[src/rtl/uart_reg_stream_bridge.sv]
// uart_reg_stream_bridge
// Bridges tx/rx byte streams (valid/ready) onto the 16550-style 3-bit
// register bus of the UART master IP. After reset it programs the baud
// divisor, 8N1 framing and FIFO control. It then polls LSR, drains RBR into
// a one-entry rx holding register and feeds tx bytes into THR when the
// transmitter is empty.
// Optional build macro: UART_BRIDGE_ERR_CNT_EN enables the saturating LSR
// error counter on err_count. When it is undefined, err_count is tied to zero.
// All bus outputs are registered, so every strobe appears one cycle after
// the state that requests it.

module uart_reg_stream_bridge #(
    parameter logic [15:0] DIVISOR    = 16'd27,
    parameter int unsigned RD_LATENCY = 1,
    parameter logic [7:0]  LCR_VAL    = 8'h03
) (
    input  logic        clk,
    input  logic        rst_n,
    input  logic [7:0]  tx_data,
    input  logic        tx_valid,
    output logic        tx_ready,
    output logic [7:0]  rx_data,
    output logic        rx_valid,
    input  logic        rx_ready,
    output logic        init_done,
    output logic        o_tx_en,
    output logic [2:0]  o_waddr,
    output logic [7:0]  o_wdata,
    output logic        o_rx_en,
    output logic [2:0]  o_raddr,
    input  logic [7:0]  i_rdata,
    output logic [15:0] err_count
);

    localparam logic [1:0] LAT = RD_LATENCY[1:0];

    typedef enum logic [3:0] {
        INIT0,
        INIT1,
        INIT2,
        INIT3,
        INIT4,
        POLL_REQ,
        POLL_WAIT,
        RBR_REQ,
        RBR_WAIT,
        THR_WR
    } state_t;

    state_t     state, state_nxt;
    logic [1:0] lat_cnt, lat_cnt_nxt;
    // 1: rx path wins when both paths are eligible
    logic       prio_rx, prio_rx_nxt;

    logic       tx_en_nxt;
    logic       rx_en_nxt;
    logic [2:0] waddr_nxt;
    logic [7:0] wdata_nxt;
    logic [2:0] raddr_nxt;
    logic       tx_ready_nxt;
    logic       init_done_nxt;
    logic       rx_load;
    logic       rd_ok;
    logic       wr_ok;

    // Next-state, next-output and path decision logic
    always_comb begin
        state_nxt     = state;
        lat_cnt_nxt   = lat_cnt;
        prio_rx_nxt   = prio_rx;
        tx_en_nxt     = 1'b0;
        rx_en_nxt     = 1'b0;
        waddr_nxt     = o_waddr;
        wdata_nxt     = o_wdata;
        raddr_nxt     = o_raddr;
        tx_ready_nxt  = 1'b0;
        init_done_nxt = init_done;
        rx_load       = 1'b0;
        rd_ok         = i_rdata[0] & ~rx_valid;
        wr_ok         = i_rdata[5] & tx_valid;
        case (state)
            INIT0: begin
                tx_en_nxt = 1'b1;
                waddr_nxt = 3'd3;
                wdata_nxt = 8'h80;
                state_nxt = INIT1;
            end
            INIT1: begin
                tx_en_nxt = 1'b1;
                waddr_nxt = 3'd0;
                wdata_nxt = DIVISOR[7:0];
                state_nxt = INIT2;
            end
            INIT2: begin
                tx_en_nxt = 1'b1;
                waddr_nxt = 3'd1;
                wdata_nxt = DIVISOR[15:8];
                state_nxt = INIT3;
            end
            INIT3: begin
                tx_en_nxt = 1'b1;
                waddr_nxt = 3'd3;
                wdata_nxt = LCR_VAL;
                state_nxt = INIT4;
            end
            INIT4: begin
                tx_en_nxt = 1'b1;
                waddr_nxt = 3'd2;
                wdata_nxt = 8'h07;
                state_nxt = POLL_REQ;
            end
            POLL_REQ: begin
                init_done_nxt = 1'b1;
                rx_en_nxt     = 1'b1;
                raddr_nxt     = 3'd5;
                lat_cnt_nxt   = '0;
                state_nxt     = POLL_WAIT;
            end
            POLL_WAIT: begin
                if (lat_cnt == LAT) begin
                    if (rd_ok && (!wr_ok || prio_rx)) begin
                        prio_rx_nxt = ~prio_rx;
                        state_nxt   = RBR_REQ;
                    end else if (wr_ok) begin
                        prio_rx_nxt = ~prio_rx;
                        state_nxt   = THR_WR;
                    end else begin
                        state_nxt   = POLL_REQ;
                    end
                end else begin
                    lat_cnt_nxt = lat_cnt + 2'd1;
                end
            end
            RBR_REQ: begin
                rx_en_nxt   = 1'b1;
                raddr_nxt   = 3'd0;
                lat_cnt_nxt = '0;
                state_nxt   = RBR_WAIT;
            end
            RBR_WAIT: begin
                if (lat_cnt == LAT) begin
                    rx_load   = 1'b1;
                    state_nxt = POLL_REQ;
                end else begin
                    lat_cnt_nxt = lat_cnt + 2'd1;
                end
            end
            THR_WR: begin
                tx_en_nxt    = 1'b1;
                tx_ready_nxt = 1'b1;
                waddr_nxt    = 3'd0;
                wdata_nxt    = tx_data;
                state_nxt    = POLL_REQ;
            end
            default: state_nxt = INIT0;
        endcase
    end

    // State register and registered bus/stream outputs
    always_ff @(posedge clk or negedge rst_n) begin
        if (!rst_n) begin
            state     <= INIT0;
            lat_cnt   <= '0;
            prio_rx   <= 1'b1;
            o_tx_en   <= 1'b0;
            o_rx_en   <= 1'b0;
            o_waddr   <= '0;
            o_wdata   <= '0;
            o_raddr   <= '0;
            tx_ready  <= 1'b0;
            init_done <= 1'b0;
        end else begin
            state     <= state_nxt;
            lat_cnt   <= lat_cnt_nxt;
            prio_rx   <= prio_rx_nxt;
            o_tx_en   <= tx_en_nxt;
            o_rx_en   <= rx_en_nxt;
            o_waddr   <= waddr_nxt;
            o_wdata   <= wdata_nxt;
            o_raddr   <= raddr_nxt;
            tx_ready  <= tx_ready_nxt;
            init_done <= init_done_nxt;
        end
    end

    // One-entry rx holding register: filled by RBR sample, emptied by take
    always_ff @(posedge clk or negedge rst_n) begin
        if (!rst_n) begin
            rx_data  <= '0;
            rx_valid <= 1'b0;
        end else if (rx_load) begin
            rx_data  <= i_rdata;
            rx_valid <= 1'b1;
        end else if (rx_valid && rx_ready) begin
            rx_valid <= 1'b0;
        end
    end

`ifdef UART_BRIDGE_ERR_CNT_EN
    logic [15:0] err_cnt_q;
    logic        lsr_sample;

    assign lsr_sample = (state == POLL_WAIT) && (lat_cnt == LAT);

    // Saturating count of LSR samples flagging OE, PE or FE
    always_ff @(posedge clk or negedge rst_n) begin
        if (!rst_n) begin
            err_cnt_q <= '0;
        end else if (lsr_sample && (|i_rdata[3:1]) && (err_cnt_q != 16'hFFFF)) begin
            err_cnt_q <= err_cnt_q + 16'd1;
        end
    end

    assign err_count = err_cnt_q;
`else
    assign err_count = 16'h0000;
`endif

endmodule

[config.mk]
export PLATFORM = sky130hd
export DESIGN_NAME = uart_reg_stream_bridge
export DESIGN_NICKNAME = d
export VERILOG_FILES = /design/src/rtl/uart_reg_stream_bridge.sv
export SDC_FILE = /design/constraint.sdc
export NUM_CORES = 1
export LEC_CHECK = 0
export BUFFER_PORTS_ARGS = -buffer_cell sky130_fd_sc_hd__buf_2
export CAP_MARGIN = 10
export CORE_ASPECT_RATIO = 1.75
export CORE_MARGIN = 4
export CORE_UTILIZATION = 43
export CTS_CLUSTER_DIAMETER = 40
export DETAILED_ROUTE_END_ITERATION = 8
export PLACE_DENSITY = 0.75
export SETUP_SLACK_MARGIN = 0.5
export SYNTH_ARGS = -nofsm -noshare
export SYNTH_HDL_FRONTEND = slang
export SYNTH_SLANG_ARGS = --single-unit
[constraint.sdc]
create_clock -name clk -period 1.5 [get_ports clk]
set_input_delay 0.075 -clock clk [delete_from_list [all_inputs] [get_ports clk]]
set_output_delay 0.075 -clock clk [all_outputs]
set_load 0.03 [all_outputs]
==> results of run 1 <==
==> critical path, stage by stage (launching register included) <==
cell and delay (ns):
dfrtp_2 0.47, nor4b_4 0.36, nand2_4 0.17, mux2_4 0.34
==> cell usage in the layout (no fill, tap or decap), types with 6 or more instances in the layout <==
cell type	n
buf_2	41
buf_4	18
buf_6	15
clkbuf_8	6
conb_1	18
dfrtp_1	25
mux2_4	9
nand2_1	6
nand3_1	6
o21ai_0	7
o21ai_1	7
==> state kept, by name, summed over array words and instances, names as in the netlist <==
signal / count
o_rx_en: 1
init_done: 1
rx_valid: 1
o_tx_en: 1
lat_cnt: 2
prio_rx: 1
o_raddr: 1
o_wdata: 8
o_waddr: 2
tx_ready: 1
rx_data: 8
state: 4
==> metrics by stage <==
step                      setup WS (ns)  hold WS [ns]  area (um^2)  instances
after detailed placement         0.0117         0.161         1870        246
after CTS                        0.0349        0.0173         2360        276
after global routing            0.00622        0.0148         2550        285
after floorplan                   0.108        -0.221         1750        174
final                            0.0412        0.0187         2550        285
after global placement           0.0382         0.154         1870        246
==> power groups by stage <==
stage	logic (W)	registers (W)	clock network (W)
global placement	0.00213	0.00140	0
global route	0.00376	0.00145	0.000907
finish	0.00358	0.00142	0.000860
detailed placement	0.00214	0.00141	0
CTS	0.00299	0.00140	0.000866
floorplan	0.00134	0.00173	0
==> path summary, 6_finish.rpt <==
check,endpoint,slack [ns],cells past startpoint
max,rx_data[7],0.04,3
min,rx_data[4],0.02,2
max reg2reg,rx_data[7],0.04,3
min reg2reg,o_wdata[6],0.50,1
max in group asynchronous,prio_rx,0.88,2
min in group asynchronous,o_wdata[4],0.29,2
==> timing repair <==
action,in CTS,in global routing
resized for setup,42,29
pin swaps,10,14
endpoints found under the hold margin,31,0
setup endpoints to repair,31,38
setup buffers,20,9
hold buffers,2,0
==> layout make-up <==
cell class              count  area (um^2)
clock buffers               6         82.6
clock inverters             2         35.0
fillers                   249         1070
inverters                   9         38.8
multi-input cells         107          911
flip-flops and latches     31          783
well taps                  46         57.6
repair buffers             84          647
==> metal layers <==
metal	GRT usage	up-vias	share of wire
met4	0.0998	0	0.031
li1	-	677	-
met1	0.191	703	0.33
met5	0	-	0
met3	0.0467	15	0.061
met2	0.345	71	0.58
==> cells by family (layout without fill, tap and decap cells) <==
| family | Yosys count | count (layout) | share of synthesized area |
|---|---|---|---|
| AO/OA/AOI/OAI | 40 | 40 | 0.151 |
| adder cells (fa/ha/maj) | 1 | 1 | 0.00773 |
| other | 1 | 18 | 0.00232 |
| buffers and inverters | 36 | 101 | 0.139 |
| AND/OR/NAND/NOR | 38 | 38 | 0.135 |
| XOR/XNOR | 1 | 1 | 0.00541 |
| multiplexers | 9 | 9 | 0.0789 |
| flip-flops | 31 | 31 | 0.480 |
==> synth_stat cells, drive strengths merged <==
master  count  area share
a21oi       6       0.019
a22o        3       0.016
a311o       1      0.0062
a32oi       1      0.0054
a41oi       1      0.0054
and2        1      0.0039
and2b       1      0.0046
buf        25        0.11
clkbuf      2      0.0046
conb        1      0.0023
dfrtp      30        0.46
dfstp       1       0.016
ha          1      0.0077
inv         9       0.021
mux2        9       0.079
nand2       9       0.026
nand2b      2      0.0093
nand3       8       0.025
nand3b      1      0.0046
nor2        7       0.016
nor2b       4       0.015
nor3        2      0.0062
nor4b       1       0.015
nor4bb      1      0.0062
o211ai      2      0.0093
o21a        2      0.0093
o21ai      17       0.053
o21bai      1      0.0046
o22ai       6       0.023
or3         1      0.0039
xnor2       1      0.0054
==> flow_summary.toml, run 1 <==
[clock_network]
cts_tree = "built"
cts_htree_levels = 2
cts.sink_count = 31
cts-root-to-sink-buffers = 2
cts_made_buffers = 5
clk_latency_ns = 0.29
cts_root_buffer = "clkbuf_8"
clkSlewWorstSetupHoldPaths_ns = 0.07

[timing]
drv_slew = 0
maxClockFrequency_ghz = 0.685
setup_total_negative_slack_ns = 0
unrepaired_setup_endpoints_after_global_routing = "true"
min_cycle_time_layout_ns = 1.46
min_period_over_period = 0.973
final-hold-violation-count = 0
timing.clock.skew_ns = 0.00464
report.final.setup_viol = 0

[floorplan]
die_w_um = 54.4
core_area_mm2 = 0.00363
initial_cell_density_of_the_core = 0.446
io-pin-count = 63
die-area_mm2 = 0.00485
rows = 29
fp.dieH_um = 89.1

[final_layout]
insertedDiodeCount = 0
drive_above_1_share = 0.594
finalNetCount = 259
finalCoreUtilization = 0.704
syn_to_final_growth_pct = 57.9

[worst_setup_path]
reg2reg_from = "state[2]"
critical_path.endpoint_type = "register"
crit_path_launch_type = "register"
timing.critical_path.fanout_max = 8
critical_path_arrival_ns = 1.63
setup.worst_path.class = "reg2reg"
cp.required_ns = 1.67
worstSetupStartpoint = "state[2]"

[drt]
post-route-drc-count = 0
routedWlPerCell_um = 16.5
via_count = 1466
antenna_violating_nets_post_route = 0
drt-pass1-iter-count = 4
route.detailed.vias_per_inst = 5.14
drt-total-wl_um = 4690
drtIter0Drc = 31

[grt]
overflow = 0
vias_in_the_first_global_route = 1417
grt_max_degree = 32
gr-usage-all-layers = 0.190
antenna_found_initial = 0
grt_first_pass_wirelength_um = 6540

[pwr]
seqPwrFrac = 0.242
p_int_w = 0.00338
max-vdd-ir-drop_mv = 1.70
p_per_area_mw_per_mm2 = 2290
total_switching_power_w = 0.00248
p_sw_frac = 0.423
clock_power_share = 0.147
p_leak_nw = 1.25
fin_total_pwr_w = 0.00586
power_frac_comb = 0.611

[logic_synthesis]
syn_area_per_cell_um2 = 10.3
yosys_warnings = 0
yosys.cell_types.count = 36
mappedNetlistArea_mm2 = 0.00162
ys_seq_elements = 31
syn_inst = 157
yosysSeqAreaShare = 0.480

[worst_hold_path]
hold_start = "i_rdata[4]"
hold_path_class = "in2reg"

[place]
port_buffers = 44
dp.final_hpwl_um = 2610
finalWeightedCongestion = 0.860

[run_status]
status = "completed"

[job]
maxCapViolations = 0
No activity file was read; power rests on OpenSTA's default activity.
==> run 2: changes to the inputs <==
Settings changed: CELL_PAD_IN_SITES_DETAIL_PLACEMENT from default to 1, CELL_PAD_IN_SITES_GLOBAL_PLACEMENT from default to 1, CORE_UTILIZATION 43 to 32, PLACE_DENSITY 0.75 to default, PLACE_DENSITY_LB_ADDON from default to 0.1.
Clock period 1.5 ns to 1.2 ns, I/O delays scaled along.
==> flow_summary.toml, run 2 (same netlist as run 1, synthesis figures left out) <==
[final_layout]
final_design_area_no_fill_mm2 = 0.00301
largest_registers = "o_wdata (8), rx_data (8), state (4)"
syn_to_final_growth_pct = 86.3
multi_input_area_mm2 = 0.00100
fillerInstances = 514
finalNetCount = 283
stdcell_count = 317
drive_above_1_share = 0.700
register_area_um2 = 785
insertedDiodeCount = 0
layout.cells.most_common = "buf_6"
commonest_non_fill_non_tap_cells_in_the_layout = "50 x buf_6, 33 x buf_4, 24 x dfrtp_1, 19 x buf_2, 18 x conb_1"

[drt]
drt-pass1-iter-count = 4
routedWlPerCell_um = 18.3
route.detailed.vias_per_inst = 4.85
drtIter0Drc = 31
antenna_violating_nets_post_route = 0
drt-total-wl_um = 5800
post-route-drc-count = 0
via_count = 1539

[grt]
antenna_found_initial = 0
grt_first_pass_wirelength_um = 8720
vias_in_the_first_global_route = 1770
overflow = 0
grt_max_degree = 27
gr-usage-all-layers = 0.187

[place]
dp_cells = 268
port_buffers = 44
dpl_cell_area_mm2 = 0.00203
dp.final_hpwl_um = 3500
finalWeightedCongestion = 0.780

[floorplan]
rows = 34
fp.dieH_um = 102
die_w_um = 61.8
die-area_mm2 = 0.00630
core_area_mm2 = 0.00493
initial_cell_density_of_the_core = 0.328
io-pin-count = 63

[clock_network]
cts_htree_levels = 2
cts_made_buffers = 5
clk_latency_ns = 0.29
cts_hold_buffers = 2
clkSlewWorstSetupHoldPaths_ns = 0.07
cts_tree = "built"
cts-root-to-sink-buffers = 2
cts.sink_count = 31
cts_root_buffer = "clkbuf_8"

[worst_setup_path]
timing.critical_path.fanout_max = 5
timing.reg2reg.setup_slack_ns = -0.27
setup.worst_path.class = "reg2reg"
critical_path.endpoint_type = "register"
crit_end = "rx_data[7]"
crit_path_launch_type = "register"
worst_r2r_path_depth = 4
worstSetupStartpoint = "state[2]"
r2r_end = "rx_data[7]"
reg2reg_from = "state[2]"
cp.required_ns = 1.37
critical_path_arrival_ns = 1.64

[timing]
report.final.setup_viol = 27
setup_total_negative_slack_ns = -4.37
drv_slew = 0
min_period_over_period = 1.22
timing.clock.skew_ns = 0.00476
timing.final.ws_setup_ns = -0.268
min_cycle_time_layout_ns = 1.47
maxClockFrequency_ghz = 0.681
unrepaired_setup_endpoints_after_global_routing = "true"
final-hold-violation-count = 0

[pwr]
max-vdd-ir-drop_mv = 1.73
p_per_area_mw_per_mm2 = 2820
p_leak_nw = 1.42

[worst_hold_path]
hold_path_class = "in2reg"
hold_path_depth = 2

[job]
maxCapViolations = 0

[run_status]
failed_checks = "setup timing"
status = "finished, violations left"
run 2: cell count changes in the layout (fill, tap and decap cells not counted), moves of 5 or more:
cell | previous run | this run
buf_4 | 18 | 33
buf_6 | 15 | 50
buf_2 | 41 | 19
o21ai_2 | 2 | 10
o21ai_0 | 7 | 2
run 2: timing repair:
item                                   4_1_cts  5_1_grt
gates resized for setup                    121       30
setup endpoints to repair                   56       56
setup buffers                               30        9
endpoints found under the hold margin       35        2
pin swaps                                   19       16
run 2: worst max-delay path: stages (launching register included):
cell and delay [ns]:
dfrtp_2 0.43, nor4b_4 0.38, nand2_4 0.10, buf_6 0.15
mux2_4 0.29
run 2: worst min-delay path by stage:
stage / startpoint / to / slack [ns]
global placement: rst_n / lat_cnt[0] / -0.10
floorplan: rst_n / init_done / -0.24
detailed placement: rst_n / lat_cnt[1] / -0.09
finish: i_rdata[2] / rx_data[2] / 0.005
CTS: i_rdata[1] / rx_data[1] / -0.007
global route: i_rdata[2] / rx_data[2] / -0.003
run 2: area by class of cell:
| cell class | count | area share |
|---|---|---|
| multi-input combinational | 107 | 0.332 |
| sequential | 31 | 0.260 |
| tap | 54 | 0.0224 |
| timing repair buffer | 108 | 0.332 |
| clock inverter | 2 | 0.0116 |
| inverter | 9 | 0.0141 |
| clock buffer | 6 | 0.0274 |
run 2: per-layer routing:
layer  share of wire  track usage  vias to the layer above
li1                -            -                      713
met1            0.32        0.193                      765
met2            0.62        0.354                       50
met3           0.041       0.0392                       11
met4           0.021       0.0637                        0
met5               0            0                        -
run 2: per-stage QoR:
stage                     power [W]  setup WS [ns]  hold slack [ns]   util
after detailed placement    0.00496         -0.319          -0.0942  0.412
final                       0.00850         -0.268          0.00518  0.611
after global placement      0.00484         -0.243           -0.104  0.412
after global routing        0.00898         -0.310         -0.00268  0.611
after CTS                   0.00785         -0.224         -0.00694  0.568
after floorplan             0.00392         -0.192           -0.236      -
run 2: power breakdown:
| part | internal (W) | switching, W |
|---|---|---|
| combinational | 0.00286 | 0.00276 |
| clock | 0.000672 | 0.000425 |
| sequential | 0.00144 | 0.000343 |
==> run 3: changes to the inputs <==
Settings changed: RECOVER_POWER from default to 50.
==> flow_summary.toml, run 3 (same netlist as run 1, synthesis figures left out) <==
[final_layout]
syn_to_final_growth_pct = 85.5
finalCoreUtilization = 0.608
finalNetCount = 283
multi_input_area_mm2 = 0.00100
insertedDiodeCount = 0
register_area_um2 = 785
commonest_non_fill_non_tap_cells_in_the_layout = "50 x buf_6, 33 x buf_4, 24 x dfrtp_1, 18 x conb_1, 18 x buf_2"
fillerInstances = 515
largest_registers = "o_wdata (8), rx_data (8), state (4)"
layout.cells.most_common = "buf_6"
drive_above_1_share = 0.696

[clock_network]
cts_made_buffers = 5
cts_tree = "built"
cts_root_buffer = "clkbuf_8"
cts_hold_buffers = 2
clkSlewWorstSetupHoldPaths_ns = 0.07
cts.sink_count = 31
cts_htree_levels = 2
clk_latency_ns = 0.29
cts-root-to-sink-buffers = 2

[timing]
unrepaired_setup_endpoints_after_global_routing = "true"
report.final.setup_viol = 27
timing.clock.skew_ns = 0.00473
drv_slew = 0
final-hold-violation-count = 0
min_cycle_time_layout_ns = 1.47
maxClockFrequency_ghz = 0.682
min_period_over_period = 1.22
timing.final.ws_setup_ns = -0.267

[pwr]
p_leak_nw = 1.41
max-vdd-ir-drop_mv = 1.73
fin_total_pwr_w = 0.00849
p_per_area_mw_per_mm2 = 2830

[grt]
grtUsageMet2 = 0.354
overflow = 0
gr-usage-met1 = 0.193
gr-usage-all-layers = 0.187
gr-usage-met3 = 0.0392
antenna_found_initial = 0
grt_max_degree = 27
grt_first_pass_wirelength_um = 8720
vias_in_the_first_global_route = 1770
global_route.peak_usage_layer = "met2"

[floorplan]
io-pin-count = 63
core_area_mm2 = 0.00493
die-area_mm2 = 0.00630
initial_cell_density_of_the_core = 0.328
die_w_um = 61.8
rows = 34
fp.dieH_um = 102

[worst_setup_path]
setup.worst_path.class = "reg2reg"
critical_path.endpoint_type = "register"
cp.required_ns = 1.37
timing.reg2reg.setup_slack_ns = -0.27
crit_path_launch_type = "register"
timing.critical_path.fanout_max = 5
critical_path_arrival_ns = 1.64

[drt]
via_count = 1534
drtIter0Drc = 31
antenna_violating_nets_post_route = 0
drt-total-wl_um = 5790
post-route-drc-count = 0
routedWlPerCell_um = 18.3
route.detailed.vias_per_inst = 4.84
drt-pass1-iter-count = 4

[place]
finalWeightedCongestion = 0.780
port_buffers = 44
dp.final_hpwl_um = 3500

[worst_hold_path]
hold_path_class = "in2reg"

[run_status]
failed_checks = "setup timing"
status = "finished, violations left"

[job]
maxCapViolations = 0
## run 3: area by class of cell
class                           instances  area share
Clock buffer                            6      0.0275
Clock inverter                          2      0.0117
Inverter                                9      0.0142
Multi-Input combinational cell        107       0.334
Sequential cell                        31       0.261
Tap cell                               54      0.0225
Timing Repair Buffer                  108       0.329
## run 3: final timing paths
| kind | start | endpoint | depth (start not counted) |
|---|---|---|---|
| max in group asynchronous | rst_n | state[1] | 3 |
| worst min register to register | o_wdata[6] | o_wdata[6] | 1 |
| worst max register to register | state[2] | rx_data[7] | 4 |
| worst max-delay path | state[2] | rx_data[7] | 4 |
| min in group asynchronous | rst_n | lat_cnt[0] | 2 |
| worst min-delay path | i_rdata[2] | rx_data[2] | 2 |
## run 3: stage by stage
step	setup slack (ns)	std cells	hold slack (ns)	area (um^2)	setup TNS, ns
4_1_cts	-0.224	308	-0.00694	2810	-3.59
6_report	-0.267	317	0.00530	3000	-4.37
5_1_grt	-0.310	317	-0.00268	3000	-5.65
3_5_place_dp	-0.319	268	-0.0942	2030	-5.11
3_3_place_gp	-0.243	268	-0.104	2030	-3.82
2_1_floorplan	-0.192	174	-0.236	1780	-1.73
## run 3: worst max-delay path, stage by stage (launching register included)
cell and delay [ns]:
dfrtp_2 0.43, nor4b_4 0.38, nand2_4 0.10, buf_6 0.15
mux2_4 0.29
## run 3: where the power goes
group,internal (W),switching [W]
combinational,0.00285,0.00276
sequential,0.00144,0.000343
clock,0.000672,0.000425
total,0.00496,0.00353
## run 3: repair_timing
action,4_1_cts,5_1_grt
setup buffers,30,9
pin swaps,19,16
setup endpoints to repair,56,56
hold endpoints to repair,35,2
gates resized for setup,121,30
## run 3: routing by layer
layer	vias up	routed length (um)
met1	764	1880
met3	11	225
met5	-	0
met2	46	3570
met4	0	124
li1	713	-
